==> src/rtl/cronometro_core.sv <==
// rtl/cronometro_core.sv - BCD stopwatch/countdown core driving six 7-segment digits; lap freeze built only when CRONOMETRO_LAP_EN is defined
module cronometro_core #(
    parameter int CLK_HZ      = 50_000_000,
    parameter int SYNC_STAGES = 2
) (
    input  logic       clk,
    input  logic       reset,
    input  logic [1:0] mode,
    input  logic       pause,
    input  logic       clear,
    input  logic       lap,
    input  logic [6:0] preset_min,
    input  logic [6:0] preset_sec,
    output logic [6:0] disp0,
    output logic [6:0] disp1,
    output logic [6:0] disp2,
    output logic [6:0] disp3,
    output logic [6:0] disp4,
    output logic [6:0] disp5,
    output logic       running,
    output logic       done,
    output logic       wrap
);

    localparam int DIV = CLK_HZ / 100;
    localparam int PW  = (DIV > 1) ? $clog2(DIV) : 1;
    localparam logic [PW-1:0] PRESC_LAST = PW'(DIV - 1);
    // Per-digit maxima, digit 0 = hundredths units; also the 59:59.99 wrap point.
    localparam logic [23:0] DIGIT_MAX = 24'h595999;
    localparam logic [6:0]  SEG_ZERO  = 7'b1000000;

    typedef enum logic [1:0] {
        ST_PAUSED = 2'd0,
        ST_RUN    = 2'd1,
        ST_DONE   = 2'd2
    } state_t;

    // Clamp a binary 0..127 switch value to 59 and split it into two BCD digits.
    function automatic logic [7:0] to_bcd(input logic [6:0] v);
        logic [6:0] c;
        c = (v > 7'd59) ? 7'd59 : v;
        return {4'(c / 7'd10), 4'(c % 7'd10)};
    endfunction

    // Increment with carry through CC -> SS -> MM; the top value rolls to zero.
    function automatic logic [5:0][3:0] bcd_inc(input logic [5:0][3:0] v);
        logic [5:0][3:0] r;
        logic [5:0][3:0] lim;
        logic            c;
        r   = v;
        lim = DIGIT_MAX;
        c   = 1'b1;
        for (int i = 0; i < 6; i++) begin
            if (c) begin
                if (r[i] >= lim[i]) begin
                    r[i] = 4'd0;
                end else begin
                    r[i] = r[i] + 4'd1;
                    c    = 1'b0;
                end
            end
        end
        return r;
    endfunction

    // Decrement with borrow; a zero digit reloads to its field maximum.
    function automatic logic [5:0][3:0] bcd_dec(input logic [5:0][3:0] v);
        logic [5:0][3:0] r;
        logic [5:0][3:0] lim;
        logic            b;
        r   = v;
        lim = DIGIT_MAX;
        b   = 1'b1;
        for (int i = 0; i < 6; i++) begin
            if (b) begin
                if (r[i] == 4'd0) begin
                    r[i] = lim[i];
                end else begin
                    r[i] = r[i] - 4'd1;
                    b    = 1'b0;
                end
            end
        end
        return r;
    endfunction

    function automatic logic [6:0] seg7(input logic [3:0] d);
        case (d)
            4'd0:    seg7 = 7'b1000000;
            4'd1:    seg7 = 7'b1111001;
            4'd2:    seg7 = 7'b0100100;
            4'd3:    seg7 = 7'b0110000;
            4'd4:    seg7 = 7'b0011001;
            4'd5:    seg7 = 7'b0010010;
            4'd6:    seg7 = 7'b0000010;
            4'd7:    seg7 = 7'b1111000;
            4'd8:    seg7 = 7'b0000000;
            4'd9:    seg7 = 7'b0010000;
            default: seg7 = 7'b1111111;
        endcase
    endfunction

    logic [SYNC_STAGES-1:0]      pause_sync_q;
    logic [SYNC_STAGES-1:0]      clear_sync_q;
    logic [SYNC_STAGES-1:0][1:0] mode_sync_q;
    logic [SYNC_STAGES-1:0][6:0] pmin_sync_q;
    logic [SYNC_STAGES-1:0][6:0] psec_sync_q;
    logic                        clear_prev_q;
    logic [1:0]                  mode_prev_q;

    logic                        pause_s;
    logic                        clear_s;
    logic [1:0]                  mode_s;
    logic                        clear_pulse;
    logic                        mode_chg;
    logic                        reload;
    logic [5:0][3:0]             preset_cnt;

    state_t                      state_q, state_d;
    logic [5:0][3:0]             cnt_q, cnt_d;
    logic [PW-1:0]               presc_q, presc_d;
    logic                        running_q;
    logic                        done_q;
    logic                        wrap_q, wrap_d;
    logic [5:0][3:0]             disp_src;
    logic [5:0][6:0]             disp_q;

    // Switch synchronisers; pause resets to 1 so the core stays paused until the real switch level arrives.
    always_ff @(posedge clk or negedge reset) begin
        if (!reset) begin
            pause_sync_q <= '1;
            clear_sync_q <= '0;
            mode_sync_q  <= '0;
            pmin_sync_q  <= '0;
            psec_sync_q  <= '0;
        end else begin
            pause_sync_q <= {pause_sync_q[SYNC_STAGES-2:0], pause};
            clear_sync_q <= {clear_sync_q[SYNC_STAGES-2:0], clear};
            mode_sync_q  <= {mode_sync_q[SYNC_STAGES-2:0], mode};
            pmin_sync_q  <= {pmin_sync_q[SYNC_STAGES-2:0], preset_min};
            psec_sync_q  <= {psec_sync_q[SYNC_STAGES-2:0], preset_sec};
        end
    end

    assign pause_s = pause_sync_q[SYNC_STAGES-1];
    assign clear_s = clear_sync_q[SYNC_STAGES-1];
    assign mode_s  = mode_sync_q[SYNC_STAGES-1];

    // Previous synced levels for clear edge and mode-change detection.
    always_ff @(posedge clk or negedge reset) begin
        if (!reset) begin
            clear_prev_q <= 1'b0;
            mode_prev_q  <= 2'b00;
        end else begin
            clear_prev_q <= clear_s;
            mode_prev_q  <= mode_s;
        end
    end

    assign clear_pulse = clear_s & ~clear_prev_q;
    assign mode_chg    = (mode_s != mode_prev_q);
    assign reload      = clear_pulse | mode_chg;
    assign preset_cnt  = {to_bcd(pmin_sync_q[SYNC_STAGES-1]), to_bcd(psec_sync_q[SYNC_STAGES-1]), 8'h00};

    // Next state, prescaler and count: reload beats tick, and a run interrupted by pause restarts its prescaler.
    always_comb begin
        state_d = state_q;
        cnt_d   = cnt_q;
        presc_d = presc_q;
        wrap_d  = 1'b0;
        if (reload) begin
            presc_d = '0;
            if (!mode_s[1]) begin
                cnt_d = mode_s[0] ? preset_cnt : '0;
            end
            if (state_q == ST_DONE) begin
                state_d = ST_PAUSED;
            end else if ((state_q == ST_RUN) && (pause_s || mode_s[1])) begin
                state_d = ST_PAUSED;
            end
        end else begin
            case (state_q)
                ST_PAUSED: begin
                    presc_d = '0;
                    if (!pause_s && !mode_s[1]) begin
                        state_d = ST_RUN;
                    end
                end
                ST_RUN: begin
                    if (pause_s || mode_s[1]) begin
                        state_d = ST_PAUSED;
                        presc_d = '0;
                    end else if (presc_q == PRESC_LAST) begin
                        presc_d = '0;
                        if (mode_s[0]) begin
                            if (cnt_q == '0) begin
                                state_d = ST_DONE;
                            end else begin
                                cnt_d = bcd_dec(cnt_q);
                            end
                        end else begin
                            cnt_d  = bcd_inc(cnt_q);
                            wrap_d = (cnt_q == DIGIT_MAX);
                        end
                    end else begin
                        presc_d = presc_q + PW'(1);
                    end
                end
                default: begin
                    presc_d = '0;
                end
            endcase
        end
    end

    // State register with running/done/wrap registered alongside so they track the state they describe.
    always_ff @(posedge clk or negedge reset) begin
        if (!reset) begin
            state_q   <= ST_PAUSED;
            cnt_q     <= '0;
            presc_q   <= '0;
            running_q <= 1'b0;
            done_q    <= 1'b0;
            wrap_q    <= 1'b0;
        end else begin
            state_q   <= state_d;
            cnt_q     <= cnt_d;
            presc_q   <= presc_d;
            running_q <= (state_d == ST_RUN);
            done_q    <= (state_d == ST_DONE);
            wrap_q    <= wrap_d;
        end
    end

`ifdef CRONOMETRO_LAP_EN
    logic [SYNC_STAGES-1:0] lap_sync_q;
    logic                   lap_prev_q;
    logic                   lap_pulse;
    logic                   lap_view_q, lap_view_d;
    logic [5:0][3:0]        lap_cnt_q, lap_cnt_d;

    // Lap switch synchroniser and edge history.
    always_ff @(posedge clk or negedge reset) begin
        if (!reset) begin
            lap_sync_q <= '0;
            lap_prev_q <= 1'b0;
        end else begin
            lap_sync_q <= {lap_sync_q[SYNC_STAGES-2:0], lap};
            lap_prev_q <= lap_sync_q[SYNC_STAGES-1];
        end
    end

    assign lap_pulse = lap_sync_q[SYNC_STAGES-1] & ~lap_prev_q;

    // Lap view toggling: reload always ends it, a pulse while shown hides it, a pulse in RUN captures the count.
    always_comb begin
        lap_view_d = lap_view_q;
        lap_cnt_d  = lap_cnt_q;
        if (reload) begin
            lap_view_d = 1'b0;
        end else if (lap_pulse) begin
            if (lap_view_q) begin
                lap_view_d = 1'b0;
            end else if (state_q == ST_RUN) begin
                lap_view_d = 1'b1;
                lap_cnt_d  = cnt_q;
            end
        end
    end

    // Lap register and view flag.
    always_ff @(posedge clk or negedge reset) begin
        if (!reset) begin
            lap_view_q <= 1'b0;
            lap_cnt_q  <= '0;
        end else begin
            lap_view_q <= lap_view_d;
            lap_cnt_q  <= lap_cnt_d;
        end
    end

    assign disp_src = lap_view_q ? lap_cnt_q : cnt_q;
`else
    logic lap_unused;
    assign lap_unused = lap;
    assign disp_src   = cnt_q;
`endif

    // Registered segment encoder for all six digits.
    always_ff @(posedge clk or negedge reset) begin
        if (!reset) begin
            disp_q <= {6{SEG_ZERO}};
        end else begin
            for (int i = 0; i < 6; i++) begin
                disp_q[i] <= seg7(disp_src[i]);
            end
        end
    end

    assign disp0   = disp_q[0];
    assign disp1   = disp_q[1];
    assign disp2   = disp_q[2];
    assign disp3   = disp_q[3];
    assign disp4   = disp_q[4];
    assign disp5   = disp_q[5];
    assign running = running_q;
    assign done    = done_q;
    assign wrap    = wrap_q;

endmodule

==> config.mk <==
export PLATFORM = sky130hd
export DESIGN_NAME = cronometro_core
export DESIGN_NICKNAME = d
export VERILOG_FILES = /design/src/rtl/cronometro_core.sv
export SDC_FILE = /design/constraint.sdc
export NUM_CORES = 1
export LEC_CHECK = 0
export BUFFER_PORTS_ARGS = -buffer_cell sky130_fd_sc_hd__clkbuf_2
export CORE_ASPECT_RATIO = 0.7
export CORE_MARGIN = 5
export CORE_UTILIZATION = 45
export DETAILED_ROUTE_END_ITERATION = 12
export HOLD_SLACK_MARGIN = 0.15
export PLACE_DENSITY = 0.73
export SLEW_MARGIN = 10
export SYNTH_ARGS = -nofsm -noshare
export SYNTH_HDL_FRONTEND = slang
export SYNTH_SLANG_ARGS = --single-unit
export TNS_END_PERCENT = 5
==> constraint.sdc <==
create_clock -name clk -period 3.05 [get_ports clk]
set_input_delay 0.61 -clock clk [delete_from_list [all_inputs] [get_ports clk]]
set_output_delay 0.61 -clock clk [all_outputs]
set_load 0.1 [all_outputs]
==> run_results.csv <==
group,metric,value,unit
status,outcome,"finished clean",
logic_synthesis,syn_nets,803,
final_layout,fillCellCount,1300,
route,drtPass1Iterations,6,
cts,htreeDepth,4,
critical_path,cp_cell_sequence,"or2_4 -> ha_4 -> a211o_1 -> a31oi_1 -> or2_4 -> o21ai_2 -> xor2_1 -> ha_1 -> inv_2 -> nand2_1 -> a31o_1 -> and2_4 -> or3_1 -> nand3_1",
critical_path,rr_startpoint,"pmin_sync_q[13]$_DFF_PN0_",
die,die_h,114,microns
hold_path,hp-class,"input pin to async pin",
grt,grt_max_degree,47,
logic_synthesis,yosysWarnings,0,
placed_design,post-place-ws,-0.0488,ns
sta,tightestPinTransition,0.721,ns
cts,clk_pin_slew,0.06,ns
final_layout,seqCellArea,3240,sq um
route,vias_per_cell,5.64,
cts,cts_tree,"yes",
critical_path,path_buf_inv,1,
die,rows,38,
final_layout,final_area,8620,sq um
critical_path,crit_path_end_kind,"flip-flop",
critical_path,r2r_setup_slack,0.13,ns
critical_path,worstSetupStartpointType,"flip-flop",
grt,antenna_found_initial,0,
job,maxCapViolations,0,
placed_design,portBuffers,64,
cts,cts_buffers,17,
grt,grt_pass1_vias,5771,
logic_synthesis,synthTopCellsByArea,"dfrtp_1 43%, ha_1 6.3%, nor2_1 5.1%",
cts,cts_buffer_depth,2,
placed_design,place_congestion,0.893,
sta,relSlewSlack,0.514,
sta,min_period,2.92,ns
power_and_ir_drop,p_leak,3.90,nW
logic_synthesis,synth_top_area_cell,"dfrtp_1",
logic_synthesis,avgSynthCellArea,9.34,sq um
sta,hold_viol,0,
critical_path,ff2ff_path_depth,14,
cts,clock_insertion_delay_worst_skew,0.42,ns
placed_design,placed_cell_area,7910,sq um
logic_synthesis,synthesis.area,6980,sq um
critical_path,crit_path_max_incr_delay,0.38,ns
logic_synthesis,syn_inst,747,
final_layout,nNetsFinal,926,
sta,fmax,342,MHz
sta,finalCritPeriodShare,0.958,
final_layout,multi_input_area,3520,sq um
logic_synthesis,yosysUniqueCellTypes,80,
sta,fin_ws,0.127,ns
route,wl_per_cell,15.5,microns
die,fp.coreArea,15400,sq um
critical_path,path_class,"flip-flop to flip-flop",
final_layout,diodes,0,
grt,grt_pass1_wl,28600,microns
critical_path,cp_slowest_cell,"dfrtp_1",
logic_synthesis,yosysTopAreaCellShare,0.434,
die,die-area,18100,sq um
critical_path,arrival,3.27,ns
logic_synthesis,yosysMostFrequentCell,"dfrtp_1",
cts,postCtsHoldBufs,0,
critical_path,worstPathMaxFanout,4,
cts,cts-root-buf,"clkbuf_16",
final_layout,drive_gt1_frac,0.246,
grt,gr-total-overflow,0,
placed_design,dp_hpwl,11800,microns
die,die_w,159,microns
route,drtIter0Drc,686,
die,start_util,0.454,
grt,grtUsageTotal,0.190,
route,drc_errors,0,
logic_synthesis,synth_common_cells,"121 x dfrtp_1, 94 x nor2_1, 68 x nand2_1",
die,pin_count,66,
critical_path,r2r-end,"cnt_q[20]$_DFFE_PN0P_",
sta,finalSetupViolCount,0,
final_layout,area_delta_synth_final,23.6,%
route,ant_nets,0,
sta,finalMaxSlewViolations,0,
logic_synthesis,synth-seq-area-share,0.464,
sta,skew,0.00935,ns
power_and_ir_drop,vdd_ir_drop_max,680,uV
critical_path,cp_data_required_time,3.40,ns
logic_synthesis,ys_ff_latch,129,
power_and_ir_drop,power.density,939,nW/um^2
logic_synthesis,synth_edf_count,0,
route,wirelength,16800,microns
route,vias,6106,
critical_path,cp_common_cell,"or2_4",
logic_synthesis,synth_top_flop_cell,"dfrtp_1",
cts,cts.sinks,129,
logic_synthesis,async_flop_share,1.00,
critical_path,critPathTopFamily,"simple AND/OR/NAND/NOR gates",
logic make-up after synthesis:
| kind of cell | Yosys count | synth area share |
|---|---|---|
| xor gates and xnor gates | 26 | 0.0326 |
| adders and majority gates | 35 | 0.0628 |
| and+or+nand+nor | 289 | 0.206 |
| AOI/OAI and AO/OA | 191 | 0.174 |
| buffers and inverters | 64 | 0.0395 |
| DFF | 129 | 0.464 |
| muxes | 13 | 0.0204 |
flip-flops by register name, summed over array words and instances (netlist names), 7 cells and up:
register	count
cnt_q	24
disp0	7
disp1	7
disp2	7
disp3	7
disp4	7
disp5	7
pmin_sync_q	14
presc_q	19
psec_sync_q	14
what timing repair did:
item / CTS / global route
pin swaps: 0 / 4
resized for setup: 3 / 13
setup buffers: 1 / 3
endpoints found under the hold margin: 0 / 0
endpoints found under the setup margin: 4 / 6
gates cloned: 0 / 0
stage by stage:
step | setup TNS (ns) | std cells | power [mW] | utilization | hold WS (ns)
after floorplan | 0 | 747 | 5.03 | - | 0.314
after global placement | 0 | 1047 | 5.85 | 0.515 | 0.333
after detailed placement | -0.139 | 1047 | 5.89 | 0.515 | 0.335
after CTS | 0 | 1079 | 8.09 | 0.556 | 0.242
after global routing | -0.0169 | 1082 | 8.49 | 0.561 | 0.263
final | 0 | 1082 | 8.10 | 0.561 | 0.206
layout make-up:
cell class                      instances  area share
Inverter                               36      0.0157
Clock inverter                         12      0.0212
Timing Repair Buffer                  132      0.0981
Tap cell                              200      0.0290
Clock buffer                           19      0.0514
Sequential cell                       129       0.376
Multi-Input combinational cell        554       0.409
power by group:
group,switching (mW),internal (mW),total [mW]
Sequential,0.158,2.05,2.21
Clock,0.771,1.39,2.16
Combinational,2.81,0.911,3.72
Total,3.74,4.36,8.10
per-layer routing:
| layer | up-vias | part of all wire | global-route usage |
|---|---|---|---|
| li1 | 2926 | - | - |
| met2 | 254 | 0.43 | 0.272 |
| met4 | 0 | 0.013 | 0.0516 |
| met3 | 28 | 0.081 | 0.0493 |
| met1 | 2898 | 0.48 | 0.286 |
| met5 | - | 0 | 0 |
worst max-delay path by stage:
| stage | depth (start not counted) | slack, ns | end | from |
|---|---|---|---|---|
| 2_1_floorplan | 14 | 0.02 | cnt_q[12]$_DFFE_PN0P_ | psec_sync_q[13]$_DFF_PN0_ |
| 3_3_place_gp | 14 | 0.01 | cnt_q[20]$_DFFE_PN0P_ | pmin_sync_q[13]$_DFF_PN0_ |
| 3_5_place_dp | 14 | -0.05 | cnt_q[17]$_DFFE_PN0P_ | pmin_sync_q[13]$_DFF_PN0_ |
| 4_1_cts | 14 | 0.01 | cnt_q[20]$_DFFE_PN0P_ | pmin_sync_q[13]$_DFF_PN0_ |
| 5_1_grt | 12 | -0.02 | cnt_q[12]$_DFFE_PN0P_ | psec_sync_q[13]$_DFF_PN0_ |
| 6_report | 14 | 0.13 | cnt_q[20]$_DFFE_PN0P_ | pmin_sync_q[13]$_DFF_PN0_ |
worst register-to-register path, stage by stage, from the launching register on:
cell,delay [ns]
dfrtp_1,0.38
or2_4,0.27
ha_4,0.17
a211o_1,0.28
a31oi_1,0.21
or2_4,0.17
o21ai_2,0.07
xor2_1,0.18
ha_1,0.20
inv_2,0.08
nand2_1,0.06
a31o_1,0.20
and2_4,0.17
or3_1,0.34
nand3_1,0.08
cell usage in the layout, fill, tap and decap left out, types with 5 or more instances in the layout:
| cell | instances |
|---|---|
| nor3b_1 | 6 |
| nor2_1 | 93 |
| nor4_1 | 5 |
| clkbuf_16 | 17 |
| nor3_1 | 17 |
| o32ai_1 | 5 |
| o21ai_0 | 43 |
| nand4_1 | 14 |
| and3_1 | 9 |
| nand2_1 | 68 |
| o211ai_1 | 6 |
| clkbuf_2 | 63 |
| dfstp_2 | 8 |
| or2_2 | 8 |
| xnor2_1 | 9 |
| mux2i_1 | 8 |
| ha_1 | 33 |
| nand2b_1 | 9 |
| nand3_1 | 23 |
| a31oi_1 | 16 |
| dfrtp_1 | 120 |
| a22o_1 | 6 |
| a21oi_1 | 60 |
| buf_4 | 68 |
| xor2_1 | 16 |
| inv_1 | 29 |
| or3_1 | 5 |
Note: power is estimated with default switching activity, not from simulation.
